$ cat config.mk
export PLATFORM = sky130hd
export DESIGN_NAME = pc_run_controller
export DESIGN_NICKNAME = d
export VERILOG_FILES = /design/src/rtl/pc_run_controller.sv
export SDC_FILE = /design/constraint.sdc
export NUM_CORES = 1
export LEC_CHECK = 0
export BUFFER_PORTS_ARGS = -buffer_cell sky130_fd_sc_hd__buf_4
export CORE_ASPECT_RATIO = 1.75
export CORE_UTILIZATION = 40
export CTS_CLUSTER_DIAMETER = 80
export CTS_CLUSTER_SIZE = 28
export DETAILED_ROUTE_END_ITERATION = 10
export SETUP_SLACK_MARGIN = 0.2
export SKIP_LAST_GASP = 1
export SYNTH_ARGS = -nofsm -noshare
export SYNTH_HDL_FRONTEND = slang
export SYNTH_SLANG_ARGS = --single-unit
$ cat constraint.sdc
create_clock -name board_clk -period 2.6 [get_ports board_clk]
set_clock_uncertainty 0.1 [all_clocks]
set_input_delay 0.26 -clock board_clk [delete_from_list [all_inputs] [get_ports board_clk]]
set_output_delay 0.26 -clock board_clk [all_outputs]
set_load 0.01 [all_outputs]
$ cat src/rtl/pc_run_controller.sv
// rtl/pc_run_controller.sv - program counter run/halt/load controller with button events and branch ticks
module pc_run_controller #(
  parameter logic [15:0] PC_RESET = 16'h0000,
  parameter logic [15:0] STEP     = 16'h0001
) (
  input  logic        board_clk,
  input  logic        reset,
  input  logic        tick,
  input  logic        btn_count,
  input  logic        btn_stop,
  input  logic        btn_load_lo,
  input  logic        btn_load_hi,
  input  logic        btn_clr,
  input  logic [7:0]  sw,
  input  logic        branch_req,
  input  logic [7:0]  disp,
  output logic [15:0] pc,
  output logic        running,
  output logic        busy,
  output logic        load_done,
  output logic        wrap
);

  typedef enum logic [1:0] {
    HALT = 2'd0,
    RUN  = 2'd1,
    LOAD = 2'd2
  } state_t;

  state_t      state;
  state_t      state_next;
  state_t      ret_state;
  state_t      ret_next;

  logic [4:0]  btn_now;
  logic [4:0]  btn_prev;
  logic        evt_clr;
  logic        evt_lo;
  logic        evt_hi;
  logic        evt_stop;
  logic        evt_count;

  logic [15:0] rdest;
  logic [15:0] rdest_next;
  logic [15:0] pc_next;
  logic        load_done_next;
  logic        wrap_next;
  logic        running_next;
  logic        busy_next;

  logic [17:0] disp_ext;
  logic [17:0] tick_sum;

  assign btn_now   = {btn_clr, btn_load_lo, btn_load_hi, btn_stop, btn_count};
  assign evt_clr   = btn_now[4] & ~btn_prev[4];
  assign evt_lo    = btn_now[3] & ~btn_prev[3];
  assign evt_hi    = btn_now[2] & ~btn_prev[2];
  assign evt_stop  = btn_now[1] & ~btn_prev[1];
  assign evt_count = btn_now[0] & ~btn_prev[0];

  // 18-bit two's-complement sum: bit 17 flags a negative result, bit 16 a carry past 0xFFFF
  assign disp_ext = branch_req ? {{10{disp[7]}}, disp} : 18'd0;
  assign tick_sum = {2'b00, pc} + {2'b00, STEP} + disp_ext;

  always_ff @(posedge board_clk) begin : state_reg
    btn_prev <= btn_now;
    if (!reset) begin
      state   <= HALT;
      running <= 1'b0;
      busy    <= 1'b0;
    end else begin
      state   <= state_next;
      running <= running_next;
      busy    <= busy_next;
    end
  end

  always_comb begin : next_state_comb
    state_next = state;
    if (evt_clr) begin
      state_next = HALT;
    end else begin
      case (state)
        HALT: begin
          if (evt_lo || evt_hi) state_next = LOAD;
          else if (evt_count)   state_next = RUN;
        end
        RUN: begin
          if (evt_lo || evt_hi) state_next = LOAD;
          else if (evt_stop)    state_next = HALT;
        end
        LOAD:    state_next = ret_state;
        default: state_next = HALT;
      endcase
    end
  end

  // A count event while already running has no effect, so a coincident tick still applies
  always_comb begin : output_comb
    pc_next        = pc;
    rdest_next     = rdest;
    ret_next       = ret_state;
    load_done_next = 1'b0;
    wrap_next      = 1'b0;
    running_next   = (state_next == RUN);
    busy_next      = (state_next == LOAD);
    if (evt_clr) begin
      pc_next = PC_RESET;
    end else begin
      case (state)
        HALT, RUN: begin
          if (evt_lo) begin
            rdest_next = {pc[15:8], sw};
            ret_next   = state;
          end else if (evt_hi) begin
            rdest_next = {sw, pc[7:0]};
            ret_next   = state;
          end else if (state == RUN && !evt_stop && tick) begin
            pc_next   = tick_sum[15:0];
            wrap_next = |tick_sum[17:16];
          end
        end
        LOAD: begin
          pc_next        = rdest;
          load_done_next = 1'b1;
        end
        default: ;
      endcase
    end
  end

  always_ff @(posedge board_clk) begin : datapath_reg
    if (!reset) begin
      pc        <= PC_RESET;
      rdest     <= 16'h0000;
      ret_state <= HALT;
      load_done <= 1'b0;
      wrap      <= 1'b0;
    end else begin
      pc        <= pc_next;
      rdest     <= rdest_next;
      ret_state <= ret_next;
      load_done <= load_done_next;
      wrap      <= wrap_next;
    end
  end

endmodule
* After elaboration in Yosys (flattened, before gate mapping)
Index checks and enable logic that the tools add are counted.
** Operators by class
- Add/sub/neg operators :: 2
- Eq/ne operators :: 7
- Muxes and demuxes :: 16
- Bitwise logic cells :: 14
- Reduce and logical (&&, ||, !) cells :: 13
** Operator list (number)
- $mux W16 :: 5
- $pmux W16 S2 :: 1
- $add A17 B18 Y18 :: 1
- $mux W18 :: 1
- $add A16 B1 Y17 const B :: 1
- $mux W2 :: 7
- $not A1 Y1 :: 9
- $ne A2 B2 Y1 const B :: 3
- $pmux W2 S3 :: 1
- $reduce_or A2 Y1 :: 3
- $reduce_or A6 Y1 :: 1
- $and A1 B1 Y1 :: 5
- $eq A2 B1 Y1 const B :: 2
- $eq A2 B2 Y1 const B :: 2
- $reduce_and A4 Y1 :: 1
- $reduce_bool A2 Y1 :: 2
- $reduce_and A3 Y1 :: 1
- $logic_and A1 B1 Y1 :: 2
- $logic_not A2 Y1 :: 1
- $logic_not A1 Y1 :: 1
- $logic_or A1 B1 Y1 :: 1
- $mux W1 :: 1
** Storage, ports and cells
- Register bits :: 45
- Input bits :: 25
- Output and inout port bits :: 20
- Word-level logic and storage cells :: 61

* Longest topological paths before layout
Gate-level depths: netlist of the first run.
- Word-level depth :: 9
- Mapped depth :: 11
- Depth with buffers taken out :: 10

* Worst setup path after synthesis of the first run
Ideal clock, no wire load.
- Kind :: in2reg
- Start :: input branch_req
- End :: register pc[14]
- Setup time :: 74 ps
- Arrival time :: 2409 ps
- Data required time :: 2426 ps
- Setup slack :: 17 ps
- Cell stages on the path :: 10
- Path buffers :: 1
- Path through :: buf_4 > and2_1 > ha_1 > a21o_1 > nor2_2 > a21oi_2 > or3_1 > o32a_1 > or3_1 > a31oi_1
** Between the ends
- Word-level cells in the longest chain between the ends :: 6
** Ends and longest elaborated chain
- start: declaration :: RTL line 15 : input logic branch_req,
- $mux W18 :: RTL line 62 : assign disp_ext = branch_req ? {{10{disp[7]}}, disp} : 18'd0;
- $add A17 B18 Y18 :: RTL line 63 : assign tick_sum = {2'b00, pc} + {2'b00, STEP} + disp_ext;
- $mux W16 :: RTL line 118 : end else if (state == RUN && !evt_stop && tick) begin
- $mux W16 :: RTL line 115 : end else if (evt_hi) begin
- $mux W16 :: RTL line 112 : if (evt_lo) begin
- $pmux W16 S2 :: RTL line 110 : case (state)
- end signal: assignment :: RTL line 140 : pc <= pc_next;
- end: declaration :: RTL line 17 : output logic [15:0] pc,
No other way between the ends. The select of a mux whose other input is x is not followed.
A chain may end at the register's enable or synchronous reset.

* Final worst setup path of the first run
- Start :: register pc[0]
- End :: register pc[14]
** Between the ends
- Word-level cells in the longest chain between the ends :: 6
** Ends and longest elaborated chain (RTL line)
- $add A16 B1 Y17 :: 63
- $add A17 B18 Y18 :: 63
- $mux W16 :: 118
- $mux W16 :: 115
- $mux W16 :: 112
- $pmux W16 S2 :: 110
No other way between the ends. The select of a mux whose other input is x is not followed.

==> results.md, run 1 <==
- Detailed placer's ending HPWL: 4960 um
- Post-Synthesis Cells: 299
- Syn. warnings: 0
- Vias in the first global route: 2,251
- Slew @ Worst Pin: 0.5929 ns
- Starting density of the core: 41.60%
- CP Capture Type: flip-flop
- Count of unique library cells instantiated by Yosys: 51
- DR WL/cell: 15.70 um
- Crit Reg-Reg Startpoint: pc[0]
- Asr flop ratio synth: 0%
- Max-Cap Viols: 0
- Max Clock Freq: 0.4279 GHz
- Port bufs: 44
- Hold Crit Start: sw[7]
- Top Ports: 45
- Via Count: 2,385
- Hold Vio Cnt, Final: 0
- Top cell type's share of synthesized area: 35.04%
- Largest net degree at the start of global routing: 26
- Mapped Avg Cell Area: 8.599 um^2
- CTS tree: yes
- DP Area: 3025 um^2
- Layout cells sized above 1: 26.70%
- Post-synth top area cell: dfxtp_1
- Initial antenna violation count: 0
- Yosys reg bits: 45
- GRT Total Usage: 20.68%
- Placer Congestion: 0.9152
- Critical-path maximum fanout: 5
- Register area share after synthesis: 35.04%
- Register area: 904.6 um^2
- Worst Hold Path EP: rdest[7]
- Ys flop type: dfxtp_1
- CTS root buf: clkbuf_8
- Multi-input gate area: 1617 um^2
- Post-Route WL: 6784 um
- R2R depth: 10
- Design Area, Final: 3223 um^2
- Clk sinks: 45
- N_diodes: 0
- Clock-pin slew on the worst setup and hold paths: 0.09 ns
- Leakage power total: 1.407 nW
- Clock Path Buffers: 2
- Maximum VDD drop: 0.3245 mV
- Row count: 38
- CORE AREA: 6181 um^2
- Hold WS: 0.2164 ns
- Die width: 62.61 um
- Setup Viol. Count Final: 0
- Critical path type: reg2reg
- # fillers: 615
- Syn nets: 332
- Largest registers: pc: 16 flops, rdest: 16 flops, btn_prev: 5 flops
- DRT Pass-1 Iters: 4
- Synth Cell Area: 2571 um^2
- Setup TNS: 0 ns
- Hold-critical path depth: 4
- Vias/cell: 5.521
- Detail Route Antenna Nets: 0
- Worst setup SP type: flip-flop
- Clk Latency, worst-skew pair: 0.31 ns
- Gr ovfl total: 0
- Num CTS Buffers: 5
- Slew margin rel.: 60.47%
- CP required: 2.73 ns
- Outcome: finished clean
- Crit path time final: 2.337 ns
- Initial DRC Count: 118
- Slew Viols, Final: 0
- Commonest non-fill, non-tap cell in the layout: buf_4
- Top area cells in the synthesized netlist: dfxtp_1 35%, mux2i_1 6.6%, o211a_1 6.2%
- Crit share post-route: 89.89%
- Power density cells: 464.4 nW/um^2
- Reg-to-reg critical path endpoint: pc[14]
- Layout area overhead: 25.35%
- Die H: 108.1 um
- Post-synth EDFFs: 0
- H-tree lvl count: 2
- Worst min path class: in2reg
- Commonest non-fill, non-tap cells in the layout: 59 x buf_4, 42 x dfxtp_1, 36 x nand2_1
- DIE AREA: 6765 um^2
- Fin nets: 384
- Arr. time, crit path: 2.47 ns
- Drt drc: 0
- R2R setup slack: 0.26 ns
- Global-route wire length before repair: 10,790 um
- Unrepaired setup endpoints after global routing: yes
[metal layers]
layer / track usage, % / routed length [um] / vias up / part of all wire, %
li1: - / - / 1179 / -
met3: 2.637 / 171 / 16 / 2.5
met5: 0 / 0 / - / 0
met2: 39.05 / 3608 / 54 / 53
met4: 9.302 / 199 / 0 / 2.9
met1: 22.58 / 2805 / 1136 / 41
[synthesized netlist by cell type (2+ instances only)]
cell type  number
and2_1          7
clkbuf_1        7
dfxtp_1        45
nand3_1         8
o21ai_0        18
ha_1            7
nor3_1         10
or4_1           3
nor4_1          3
a211oi_1        4
buf_1           2
buf_6           4
and3_1          2
o211a_1        16
nand2b_1        6
nand2_1        36
or3_1           5
o21ai_1         3
o211ai_1        6
nor2b_1         9
xnor2_1         9
buf_2           3
inv_1           3
buf_4           3
a21oi_2         2
mux2i_1        17
a31oi_1         4
nor2_1         15
a21oi_1        20
[critical path, stage by stage, from the launching register on]
cell and delay [ns]:
dfxtp_2 0.34, inv_2 0.07, ha_4 0.13, fa_2 0.22
nor2b_4 0.06, o21bai_4 0.17, a21oi_4 0.10, or3_1 0.33
o32a_1 0.31, or3_1 0.31, a31oi_1 0.13
[through the flow]
stage	instances	setup WS, ns	total power, mW	utilization, %
floorplan	299	0.1690	0.9667	-
global placement	416	0.08492	1.066	48.95
detailed placement	416	0.03067	1.070	48.95
CTS	431	0.2173	1.514	51.52
global route	432	0.1403	1.578	52.15
finish	432	0.2628	1.497	52.15
[where the power goes]
part	switching (mW)	total, mW	leakage (nW)	internal [mW]
clock network	0.245	0.431	0.0439	0.186
registers	0.0347	0.765	0.371	0.730
logic	0.152	0.301	0.992	0.149
total	0.432	1.50	1.41	1.07
[cell type report]
type / instances / share of cell area, %
multi-input cells: 231 / 50.16
flip-flops and latches: 45 / 28.07
repair buffers: 65 / 15.64
well taps: 80 / 3.106
clock buffers: 5 / 2.135
clock inverters: 3 / 0.5435
inverters: 3 / 0.3494
[logic make-up (layout without fill, tap and decap cells)]
logic type | count (synthesis) | after routing | share of synthesized area (%)
and+or+nand+nor | 115 | 115 | 23.60
AOI/OAI and AO/OA | 80 | 80 | 21.46
DFF | 45 | 45 | 35.04
buffers and inverters | 23 | 76 | 5.255
muxes | 18 | 18 | 7.056
xor gates and xnor gates | 10 | 10 | 3.407
adders and majority gates | 8 | 8 | 4.185
[worst max-delay path by stage]
stage                     startpoint  endpoint  cells after the start
final                          pc[0]    pc[14]                     10
after global routing           pc[0]    pc[12]                     11
after CTS                      pc[0]     pc[8]                     11
after detailed placement  branch_req    pc[14]                     10
after global placement    branch_req    pc[14]                     10
after floorplan           branch_req    pc[14]                     10
[what timing repair did]
action / 4_1_cts / 5_1_grt
endpoints found under the setup margin: 2 / 5
resized for setup: 4 / 8
cloned: 0 / 0
endpoints found under the hold margin: 5 / 0
pin swaps: 5 / 8
hold buffers: 5 / 0
setup buffers: 2 / 1
Power figures use the tool's default switching activity.
==> run 2, diff against run 1 <==
==> constraint.sdc (replaced) <==
create_clock -name board_clk -period 2 [get_ports board_clk]
set_clock_uncertainty 0.1 [all_clocks]
set_input_delay 0.2 -clock board_clk [delete_from_list [all_inputs] [get_ports board_clk]]
set_output_delay 0.2 -clock board_clk [all_outputs]
set_load 0.01 [all_outputs]
==> run 2 against run 1 <==
  * The run now ends with setup timing left
  * Highest routed layer unchanged
  * Critical endpoint unchanged
  * Clock power increased by 40%
  * Sequential share of layout area is 4.6 points lower
  * Power grew 41%
  * Critical path type unchanged
  * Non-clock buffer count increased by 51
  * Worst setup slack lost 0.62 ns
  * Via count up 9.2%
  * Cell count increased by 12%
  * First-iteration DRC count shrank 10%
  * Register-to-register slack lost 0.62 ns
  * Combinational power up 76%
  * Routed wire length rose by 15%
==> results.md, run 2 (synthesis results as in run 1) <==
- Top Ports: 45
- Power density cells: 543.1 nW/um^2
- DR WL/cell: 16.17 um
- Arr. time, crit path: 2.51 ns
- Failing checks: setup timing
- Multi-input gate area: 1846 um^2
- Worst setup SP type: flip-flop
- CTS tree: yes
- Die H: 108.1 um
- Hold Crit Start: sw[7]
- Largest registers: pc: 16 flops, rdest: 16 flops, btn_prev: 5 flops
- Crit Reg-Reg Startpoint: pc[4]
- Max-Cap Viols: 0
- Layout area overhead: 51.48%
- R2R setup slack: -0.36 ns
- Critical Path Stages: 8
- Hold Vio Cnt, Final: 0
- Global-route wire length before repair: 12,080 um
- Layout cells sized above 1: 44.17%
- Critical-path cell list: ha_4 > a21o_1 > nor2_4 > a21oi_4 > or3_4 > o32a_1 > or3_1 > a31oi_1
- Critical path type: reg2reg
- GRT Total Usage: 23.37%
- R2R depth: 8
- Crit share post-route: 118.0%
- Via Count: 2,604
- CP delay by family, top: simple AND/OR/NAND/NOR gates
- Setup WS post-layout: -0.3603 ns
- Initial antenna violation count: 0
- Clock share of power: 28.6%
- Outcome: finished with violations
- Leakage power total: 1.720 nW
- Util after Layout: 63.02%
- Placer Congestion: 0.8397
- CTS root buf: clkbuf_8
- Net Sw Frac: 30.23%
- Clk sinks: 45
- CP required: 2.15 ns
- Slew Viols, Final: 0
- Setup crit start: pc[4]
- Sequential power share: 46.4%
- Internal power: 1.476 mW
- Post-Route WL: 7810 um
- # fillers: 558
- Fin nets: 435
- Net Sw Power: 0.6396 mW
- Vias/cell: 5.391
- Clock Path Buffers: 2
- Clk Latency, worst-skew pair: 0.31 ns
- Setup Viol. Count Final: 11
- Row count: 38
- Worst path max stage delay: 0.38 ns
- Unrepaired setup endpoints after global routing: yes
- N_diodes: 0
- Initial DRC Count: 106
- Commonest non-fill, non-tap cells in the layout: 100 x buf_4, 37 x dfxtp_1, 30 x nand2_1
- Combinational fraction of design power: 25.0%
- Starting density of the core: 41.60%
- Largest net degree at the start of global routing: 23
- Setup TNS: -1.770 ns
- Worst Path Buf+Inv: 0
- Max Clock Freq: 0.4237 GHz
- Clock-pin slew on the worst setup and hold paths: 0.10 ns
- Overall power: 2.116 mW
- CP Capture Point: pc[14]
- Gr ovfl total: 0
- Worst min path class: in2reg
- CORE AREA: 6181 um^2
- Register area: 915.9 um^2
- Num CTS Buffers: 5
- Reg-to-reg critical path endpoint: pc[14]
- Crit path time final: 2.360 ns
- Drt drc: 0
- Detailed placer's ending HPWL: 5608 um
- Detail Route Antenna Nets: 0
- DRT Pass-1 Iters: 4
- Slew margin rel.: 71.47%
- Die width: 62.61 um
- Commonest non-fill, non-tap cell in the layout: buf_4
- DIE AREA: 6765 um^2
- Slew @ Worst Pin: 0.4240 ns
- Critical-path maximum fanout: 4
- Highest-delay cell along the critical path: or3_4
- Port bufs: 44
- CP Capture Type: flip-flop
- H-tree lvl count: 2
- Maximum VDD drop: 0.5314 mV
- Vias in the first global route: 2,540
==> run 2: cell types whose count changed in the layout (fill, tap and decap cells not counted), moves of 4 or more <==
cell	delta
ha_4	+4
nand2_1	-6
buf_4	+41
ha_1	-4
nand2_2	+5
dfxtp_1	-5
buf_6	+9
a21oi_1	-6
==> run 2: per-stage QoR <==
stage / std cells / worst slack (ns) / hold WS (ns) / area [um^2]
finish: 483 / -0.3603 / 0.1413 / 3895
global route: 483 / -0.4436 / 0.1438 / 3895
CTS: 480 / -0.3065 / 0.1340 / 3744
detailed placement: 458 / -0.4318 / 0.2147 / 3426
global placement: 458 / -0.4090 / 0.2116 / 3426
floorplan: 299 / -0.3446 / 0.1277 / 2709
==> run 2: power by group through the flow <==
stage                     sequential (mW)  combinational [mW]  clock [mW]
after CTS                           0.980               0.499       0.625
after floorplan                      1.01               0.267           0
final                               0.982               0.530       0.604
after global placement               1.00               0.459           0
after detailed placement             1.00               0.463           0
after global routing                0.988               0.576       0.649
==> run 2: final cells by class <==
type	count	share of cell area, %
timing repair buffer	116	23.84
inverter	3	0.2891
multi-input combinational	231	47.38
clock inverter	3	0.6425
clock buffer	5	1.767
sequential	45	23.51
tap	80	2.570
==> run 2: how the worst min path moves through the flow <==
| stage | to | slack (ns) | cells after the start |
|---|---|---|---|
| detailed placement | btn_prev[2] | 0.21 | 1 |
| global placement | btn_prev[2] | 0.21 | 1 |
| finish | rdest[7] | 0.14 | 4 |
| floorplan | btn_prev[0] | 0.13 | 0 |
| CTS | rdest[12] | 0.13 | 2 |
| global route | rdest[12] | 0.14 | 2 |
==> run 2: what timing repair did <==
item,4_1_cts,5_1_grt
setup buffers,9,3
gates cloned,0,0
endpoints found under the setup margin,17,29
hold buffers,5,0
endpoints found under the hold margin,5,0
resized for setup,28,25
pin swaps,30,20
==> run 2: metal layers <==
layer | global-route usage [%] | wire length (um)
met2 | 44.88 | 4262
met4 | 12.13 | 340
met1 | 24.17 | 2963
met3 | 3.165 | 243
met5 | 0 | 0
==> run 2: worst min-delay path: stages <==
cell and delay, ns:
buf_4 0.09, mux2i_1 0.06, nand2_1 0.06, o211a_1 0.13
==> run 3, diff against run 2 <==
==> constraint.sdc (replaced) <==
create_clock -name board_clk -period 2.5 [get_ports board_clk]
set_clock_uncertainty 0.1 [all_clocks]
set_input_delay 0.25 -clock board_clk [delete_from_list [all_inputs] [get_ports board_clk]]
set_output_delay 0.25 -clock board_clk [all_outputs]
set_load 0.01 [all_outputs]
==> run 3 against run 2 <==
  * The run now ends clean
  * Sequential share of layout area grew 3.2 points
  * Hold slack improved by 0.071 ns
  * Register-to-register slack better by 0.52 ns
  * Worst setup slack gained 0.52 ns
  * Clock power decreased by 4.1%
  * Routed wire length fell by 9.4%
  * Largest cell class unchanged
  * Largest power group unchanged
  * Highest routed layer unchanged
==> results.md, run 3 (synthesis results as in run 1) <==
- Port bufs: 44
- Hold Crit Start: sw[1]
- Slew margin rel.: 66.40%
- Global-route wire length before repair: 11,430 um
- Commonest non-fill, non-tap cell in the layout: buf_4
- Worst min path class: in2reg
- Vias in the first global route: 2,325
- Util after Layout: 55.00%
- Critical-path maximum fanout: 6
- M1 GR Usage: 22.96%
- N_diodes: 0
- Design Area, Final: 3400 um^2
- Crit share post-route: 93.69%
- Largest registers: pc: 16 flops, rdest: 16 flops, btn_prev: 5 flops
- Detailed placer's ending HPWL: 5230 um
- Detail Route Antenna Nets: 0
- Clk Latency, worst-skew pair: 0.30 ns
- Max Clock Freq: 0.4269 GHz
- Unrepaired setup endpoints after global routing: yes
- Leakage power total: 1.498 nW
- Met3 layer usage reported by global route: 3.481%
- CORE AREA: 6181 um^2
- Slew @ Worst Pin: 0.5040 ns
- Clk sinks: 45
- DP Area: 3097 um^2
- Largest net degree at the start of global routing: 26
- Layout cells sized above 1: 31.04%
- DRT Pass-1 Iters: 4
- Worst setup SP type: flip-flop
- Initial DRC Count: 104
- Clock-pin slew on the worst setup and hold paths: 0.09 ns
- Drt drc: 0
- Outcome: finished clean
- Clock Path Buffers: 2
- Global routing's busiest layer: met2
- DR WL/cell: 15.94 um
- Critical path type: reg2reg
- GR Util met2: 42.08%
- H-tree lvl count: 2
- Top Ports: 45
- Hold WS: 0.2119 ns
- Commonest non-fill, non-tap cells in the layout: 72 x buf_4, 40 x dfxtp_1, 36 x nand2_1
- Layout area overhead: 32.21%
- CTS tree: yes
- Arr. time, crit path: 2.47 ns
- Post-Route WL: 7076 um
- Hold Vio Cnt, Final: 0
- Setup TNS: 0 ns
- Starting density of the core: 41.60%
- Crit Reg-Reg Startpoint: pc[4]
- Gr ovfl total: 0
- Setup crit start: pc[4]
- DIE AREA: 6765 um^2
- Setup Viol. Count Final: 0
- Max-Cap Viols: 0
- Crit path time final: 2.342 ns
- Num CTS Buffers: 5
- CP required: 2.63 ns
- Die width: 62.61 um
- Slew Viols, Final: 0
- Via Count: 2,440
- CP Capture Type: flip-flop
- Placer Congestion: 0.9475
- Power density cells: 502.3 nW/um^2
- Fin nets: 396
- Maximum VDD drop: 0.4411 mV
- Die H: 108.1 um
- CTS root buf: clkbuf_8
- Row count: 38
- Initial antenna violation count: 0
- Vias/cell: 5.495
- GRT Total Usage: 21.81%
## run 3: metal layers
metal  share of wire, %  vias to the layer above  wire length [um]
li1                   -                     1212                 -
met1                 37                     1142              2634
met2                 56                       73              3976
met3                4.1                       13               293
met4                2.4                        0               172
met5                  0                        -                 0
## run 3: timing repair
action / CTS / global route
hold buffers: 5 / 0
resized for setup: 9 / 14
pin swaps: 4 / 7
buffers inserted: 3 / 3
setup endpoints to repair: 7 / 7
endpoints found under the hold margin: 5 / 0
## run 3: worst paths after layout
check	endpoint	slack [ns]	depth (start not counted)
max	pc[14]	0.16	8
min	rdest[9]	0.21	4
max reg2reg	pc[14]	0.16	8
min reg2reg	pc[0]	0.36	2
## run 3: report_power, final
part / internal [mW] / switching, mW / leakage [nW] / total (mW)
clock: 0.325 / 0.253 / 0.0574 / 0.579
sequential: 0.760 / 0.0344 / 0.372 / 0.794
combinational: 0.168 / 0.166 / 1.07 / 0.335
## run 3: final cells by class
class / count / area (um^2)
clock inverter: 2 / 37.54
tap: 80 / 100.1
multi-input combinational: 231 / 1670
clock buffer: 6 / 82.58
fill: 611 / 2781
timing repair buffer: 77 / 590.6
inverter: 3 / 11.26
sequential: 45 / 907.1
## run 3: worst max-delay path, stage by stage (launching register included)
cell and delay (ns):
dfxtp_2 0.35, ha_4 0.24, a21o_1 0.21, nor2_4 0.18, a21oi_4 0.10, or3_4 0.38
o32a_1 0.30, or3_1 0.30, a31oi_1 0.12
## run 3: stage by stage
| step | instances | power, mW | worst slack [ns] |
|---|---|---|---|
| 2_1_floorplan | 299 | 1.006 | 0.07902 |
| 3_3_place_gp | 425 | 1.119 | 0.01924 |
| 3_5_place_dp | 425 | 1.124 | 0.001200 |
| 4_1_cts | 441 | 1.713 | 0.1551 |
| 5_1_grt | 444 | 1.794 | 0.07914 |
| 6_report | 444 | 1.707 | 0.1576 |
